==> src/rtl/frame_buffer_write_ctrl.sv <==
`timescale 1ns/1ps
// Write-side controller for the 320x240 12-bit frame buffer: handshake, address generation, geometry policing.
// Define FB_DOUBLE_BUFFER_EN to build the ping-pong bank pair and its WAIT_SWAP state.
module frame_buffer_write_ctrl #(
  parameter int H_PIXELS = 320,
  parameter int V_LINES  = 240,
  parameter int ADDR_W   = 17,
  parameter int DATA_W   = 12
) (
  input  logic              piul1Clock,
  input  logic              piul1Reset,
  input  logic              piul1Valid,
  output logic              poul1Ready,
  input  logic [DATA_W-1:0] piul12Data,
  input  logic              piul1StartOfFrame,
  input  logic              piul1EndOfLine,
  input  logic              piul1BankRelease,
  output logic              poul1WEnable,
  output logic [ADDR_W-1:0] poul17WAddr,
  output logic [DATA_W-1:0] poul12WData,
  output logic              poul1WBank,
  output logic              poul1RBank,
  output logic              poul1FrameDone,
  output logic              poul1FormatErr
);

  localparam logic [8:0]        COL_FULL  = 9'(H_PIXELS);
  localparam logic [8:0]        COL_LAST  = 9'(H_PIXELS - 1);
  localparam logic [7:0]        ROW_LAST  = 8'(V_LINES - 1);
  localparam logic [ADDR_W-1:0] LINE_STEP = ADDR_W'(H_PIXELS);

  typedef enum logic [1:0] {
    WAIT_SOF  = 2'd0,
    WRITE     = 2'd1
`ifdef FB_DOUBLE_BUFFER_EN
    ,
    WAIT_SWAP = 2'd2
`endif
  } state_t;

  state_t            state_q, state_d;
  logic [8:0]        col_q, col_d;
  logic [7:0]        row_q, row_d;
  logic [ADDR_W-1:0] base_q, base_d;
  logic              long_q, long_d;
  logic              we_q, we_d;
  logic [ADDR_W-1:0] waddr_q, waddr_d;
  logic [DATA_W-1:0] wdata_q, wdata_d;
  logic              done_q, done_d;
  logic              err_q, err_d;
  logic              xfer;
  logic [ADDR_W-1:0] pix_addr;

`ifdef FB_DOUBLE_BUFFER_EN
  logic wbank_q, wbank_d;
  logic rbank_q, rbank_d;

  assign poul1Ready = (state_q != WAIT_SWAP);
  assign poul1WBank = wbank_q;
  assign poul1RBank = rbank_q;
`else
  logic unused_release;

  assign unused_release = piul1BankRelease;
  assign poul1Ready     = 1'b1;
  assign poul1WBank     = 1'b0;
  assign poul1RBank     = 1'b0;
`endif

  assign xfer     = piul1Valid & poul1Ready;
  assign pix_addr = base_q + ADDR_W'(col_q);

  always_comb begin
    state_d = state_q;
    col_d   = col_q;
    row_d   = row_q;
    base_d  = base_q;
    long_d  = long_q;
    we_d    = 1'b0;
    waddr_d = waddr_q;
    wdata_d = wdata_q;
    done_d  = 1'b0;
    err_d   = 1'b0;
`ifdef FB_DOUBLE_BUFFER_EN
    wbank_d = wbank_q;
    rbank_d = rbank_q;
`endif
    case (state_q)
      WAIT_SOF: begin
        if (xfer && piul1StartOfFrame) begin
          we_d    = 1'b1;
          waddr_d = '0;
          wdata_d = piul12Data;
          col_d   = 9'd1;
          row_d   = '0;
          base_d  = '0;
          long_d  = 1'b0;
          state_d = WRITE;
        end
      end
      WRITE: begin
        if (xfer) begin
          if (piul1StartOfFrame) begin
            err_d   = 1'b1;
            we_d    = 1'b1;
            waddr_d = '0;
            wdata_d = piul12Data;
            col_d   = 9'd1;
            row_d   = '0;
            base_d  = '0;
            long_d  = 1'b0;
          end else if (piul1EndOfLine) begin
            // A long line already reported its error; the closing EOL stays quiet.
            err_d = (col_q != COL_LAST) && !long_q;
            if (col_q != COL_FULL) begin
              we_d    = 1'b1;
              waddr_d = pix_addr;
              wdata_d = piul12Data;
            end
            col_d  = '0;
            row_d  = row_q + 8'd1;
            base_d = base_q + LINE_STEP;
            long_d = 1'b0;
            if (row_q == ROW_LAST) begin
              done_d = 1'b1;
`ifdef FB_DOUBLE_BUFFER_EN
              state_d = WAIT_SWAP;
`else
              state_d = WAIT_SOF;
`endif
            end
          end else if (col_q == COL_FULL) begin
            err_d  = !long_q;
            long_d = 1'b1;
          end else begin
            we_d    = 1'b1;
            waddr_d = pix_addr;
            wdata_d = piul12Data;
            col_d   = col_q + 9'd1;
          end
        end
      end
`ifdef FB_DOUBLE_BUFFER_EN
      WAIT_SWAP: begin
        if (piul1BankRelease) begin
          rbank_d = wbank_q;
          wbank_d = ~wbank_q;
          state_d = WAIT_SOF;
        end
      end
`endif
      default: state_d = WAIT_SOF;
    endcase
  end

  always_ff @(posedge piul1Clock or posedge piul1Reset) begin
    if (piul1Reset) begin
      state_q <= WAIT_SOF;
      col_q   <= '0;
      row_q   <= '0;
      base_q  <= '0;
      long_q  <= 1'b0;
      we_q    <= 1'b0;
      waddr_q <= '0;
      wdata_q <= '0;
      done_q  <= 1'b0;
      err_q   <= 1'b0;
`ifdef FB_DOUBLE_BUFFER_EN
      wbank_q <= 1'b0;
      rbank_q <= 1'b1;
`endif
    end else begin
      state_q <= state_d;
      col_q   <= col_d;
      row_q   <= row_d;
      base_q  <= base_d;
      long_q  <= long_d;
      we_q    <= we_d;
      waddr_q <= waddr_d;
      wdata_q <= wdata_d;
      done_q  <= done_d;
      err_q   <= err_d;
`ifdef FB_DOUBLE_BUFFER_EN
      wbank_q <= wbank_d;
      rbank_q <= rbank_d;
`endif
    end
  end

  assign poul1WEnable   = we_q;
  assign poul17WAddr    = waddr_q;
  assign poul12WData    = wdata_q;
  assign poul1FrameDone = done_q;
  assign poul1FormatErr = err_q;

endmodule

==> config.mk <==
export PLATFORM = sky130hd
export DESIGN_NAME = frame_buffer_write_ctrl
export DESIGN_NICKNAME = d
export VERILOG_FILES = /design/src/rtl/frame_buffer_write_ctrl.sv
export SDC_FILE = /design/constraint.sdc
export NUM_CORES = 1
export LEC_CHECK = 0
export BUFFER_PORTS_ARGS = -buffer_cell sky130_fd_sc_hd__buf_2
export CORE_ASPECT_RATIO = 1.4
export CORE_MARGIN = 4
export CORE_UTILIZATION = 41
export CTS_BUF_LIST = sky130_fd_sc_hd__clkbuf_2
export DETAILED_ROUTE_END_ITERATION = 16
export PLACE_DENSITY = 0.65
export SLEW_MARGIN = 20
export SYNTH_ARGS = -nofsm -noshare
export SYNTH_HDL_FRONTEND = slang
export SYNTH_SLANG_ARGS = --single-unit
==> constraint.sdc <==
create_clock -name piul1Clock -period 1.9 [get_ports piul1Clock]
set_input_delay 0.095 -clock piul1Clock [delete_from_list [all_inputs] [get_ports piul1Clock]]
set_output_delay 0.095 -clock piul1Clock [all_outputs]
set_load 0.02 [all_outputs]
==> run summary <==
RSZ-0062 raised after global routing: true
syn_area_per_cell: 11.1 um^2
critical-path maximum fanout: 23
DRT Pass-1 Iters: 5
FF+latch count, synth: 62
DRT antenna net count: 0
Crit Path Category: flop to flop
EDFF count, synth: 0
Initial Utilization: 42.4%
Hold Path Class: primary input to flop
residual overflow from global routing: 0
drt initial violations: 138
Clock Latency Late Sink: 480 ps
CTS tree: built
cell area after synthesis: 3140 um^2
status: finished clean
die height: 112 um
cell count after synthesis: 284
antenna violations before repair: 0
Setup crit end kind: flop
drt wl/cell: 14.5 um
std cell rows: 37
P_leak: 1.86 nW
post-synthesis to final-layout area growth: 24.3%
Netlist cell types: 58
Clock Tree Buf Depth: 2
CTS buffer count: 9
pre-CTS WS: 1.64 ps
core area: 7410 um^2
Vias per Instance: 5.14
clock skew: 18.9 ps
DRC: 0
largest net degree at the start of global routing: 42
die area: 9150 um^2
Worst Tran Pin Value: 505 ps
H-tree Lvls: 3
CP Launch Type: flop
PD cells: 733 nW/um^2
clock transition at the registers of the reported paths: 170 ps
Maximum Capacitance Violations: 0
ant diodes: 0
first-pass GRT wire length: 11.2 mm
Final setup violation count: 0
max-slew violation count: 0
share of the synthesized area in the top cell type: 49.4%
Synth Flop Type: dfrtp_1
setup TNS: 0 ps
Hold Vio Cnt, Final: 0
hpwl dp: 4.80 mm
fin crit period: 1900 ps
Synth area leaders: dfrtp_1 (49%), mux2_4 (4.8%), a22o_1 (3.6%)
Slew HR: 66.3%
IO Port Bufs: 48
slack of the critical path: 2.31 ps
layout cells sized above 1: 31.2%
Finished Core Util: 52.7%
Root Buffer: clkbuf_2
vias in the first global route: 2381
RD Place Congestion: 0.779
Seq/Total Area, Yosys: 49.4%
IR drop worst, VDD: 0.295 mV
nets: 395
FMAX: 527 MHz
final period utilization: 99.9%
GRT Overall Usage: 15.6%
asr flop ratio synth: 100%
Die W: 82.0 um
synth warn: 0
WL final: 6.82 mm
Fillers: 684
IO Pins: 53
DR vias: 2427
Sink Count: 62
largest area contributor in the netlist: dfrtp_1
CP arrival: 2270 ps
WP data required: 2270 ps
-- final cells by class --
cell class / instances / area [um^2] / share of cell area (%)
sequential: 62 / 1550 / 39.7
multi-input combinational: 199 / 1490 / 38.2
timing repair buffer: 87 / 593 / 15.2
tap: 97 / 121 / 3.11
clock buffer: 11 / 55.1 / 1.41
clock inverter: 5 / 50.0 / 1.28
inverter: 11 / 41.3 / 1.06
-- kinds of logic after synthesis --
logic type	share of synthesized area (%)
xor+xnor	4.18
other cells	0.239
simple gates	17.3
compound gates	14.9
fa+ha+maj	2.79
flops	49.4
buf+inv	4.66
mux	6.53
-- critical path: stages (launching register included) --
cell,delay (ps)
dfrtp_1,410
inv_1,70
ha_1,160
nor4bb_4,240
nand2_2,130
a31oi_4,230
buf_12,210
mux2_1,330
-- registers in the layout (all words and copies together) (netlist names) --
register / cells
poul17WAddr: 17
poul12WData: 12
base_q: 11
col_q: 9
row_q: 8
long_q: 1
poul1FormatErr: 1
poul1FrameDone: 1
poul1WEnable: 1
state_q: 1
-- worst paths after layout --
| kind | startpoint | endpoint | slack, ps | cells past startpoint |
|---|---|---|---|---|
| worst min-delay path | piul1StartOfFrame | poul1FormatErr | 50 | 3 |
| worst max-delay path | col_q[0] | poul17WAddr[7] | 2 | 7 |
| min in group asynchronous | piul1Reset | poul17WAddr[0] | 150 | 3 |
| worst min register to register | row_q[7] | row_q[7] | 490 | 1 |
| max in group asynchronous | piul1Reset | base_q[6] | 1150 | 4 |
| worst max register to register | col_q[0] | poul17WAddr[7] | 2 | 7 |
-- layout by cell type (no fill, tap or decap), drive strengths merged, types with 4 or more instances in the layout --
cell type | Yosys | layout
dlygate4sd3 | 0 | 14
nand2 | 24 | 24
nand4 | 6 | 6
o21ai | 17 | 17
nand3 | 4 | 4
mux2 | 14 | 14
a22o | 13 | 13
dfrtp | 62 | 62
clkbuf | 3 | 11
buf | 11 | 73
ha | 7 | 7
nor4 | 4 | 4
nor3 | 4 | 4
nor2 | 21 | 21
a21oi | 15 | 15
inv | 11 | 11
xnor2 | 7 | 7
xor2 | 8 | 8
or3 | 8 | 8
-- cell usage after synthesis, drive strengths merged, types with 2 or more instances --
master and n:
nand4 6, and2 2, a211oi 2, or4 2, mux2 14, a22o 13
buf 11, a32o 2, nor2 21, nor4bb 3, o31ai 3, a21o 2
nor3 4, nand3 4, conb 2, nand2b 3, dfrtp 62, or2 2
ha 7, o21ai 17, nor4 4, xor2 8, o41ai 2, xnor2 7
and3 3, inv 11, nand2 24, clkbuf 3, a31o 2, nor4b 2
a21oi 15, or3 8
-- report_power, final --
group	total, W	switching [W]	internal, W
sequential	0.00149	0.0000761	0.00141
clock	0.000772	0.000468	0.000305
combinational	0.000599	0.000323	0.000276
-- per-stage QoR --
step           power (W)  std cells  hold slack, ps  cell area (um^2)
3_5_place_dp     0.00208        440             161              3610
4_1_cts          0.00288        470            16.1              3870
2_1_floorplan    0.00188        285             227              3150
5_1_grt          0.00301        472            39.4              3910
6_report         0.00286        472            45.3              3910
3_3_place_gp     0.00206        440             152              3610
-- routing by layer --
layer | up-vias | GRT usage (%) | part of all wire (%) | wire, um
met5 | - | 0 | 0 | 0
met2 | 50 | 26.3 | 51 | 3480
li1 | 1204 | - | - | -
met3 | 3 | 3.80 | 4.6 | 311
met4 | 0 | 4.99 | 0.54 | 37
met1 | 1170 | 19.1 | 44 | 2990
-- repair_timing --
action                                  CTS  global route
resized for setup                         1             6
pin swaps                                 0             1
gates cloned                              0             1
hold buffers                             14             0
endpoints found under the hold margin    34             0
buffers inserted                          0             1
endpoints found under the setup margin    9            27
Note: power is estimated with default switching activity, not from simulation.
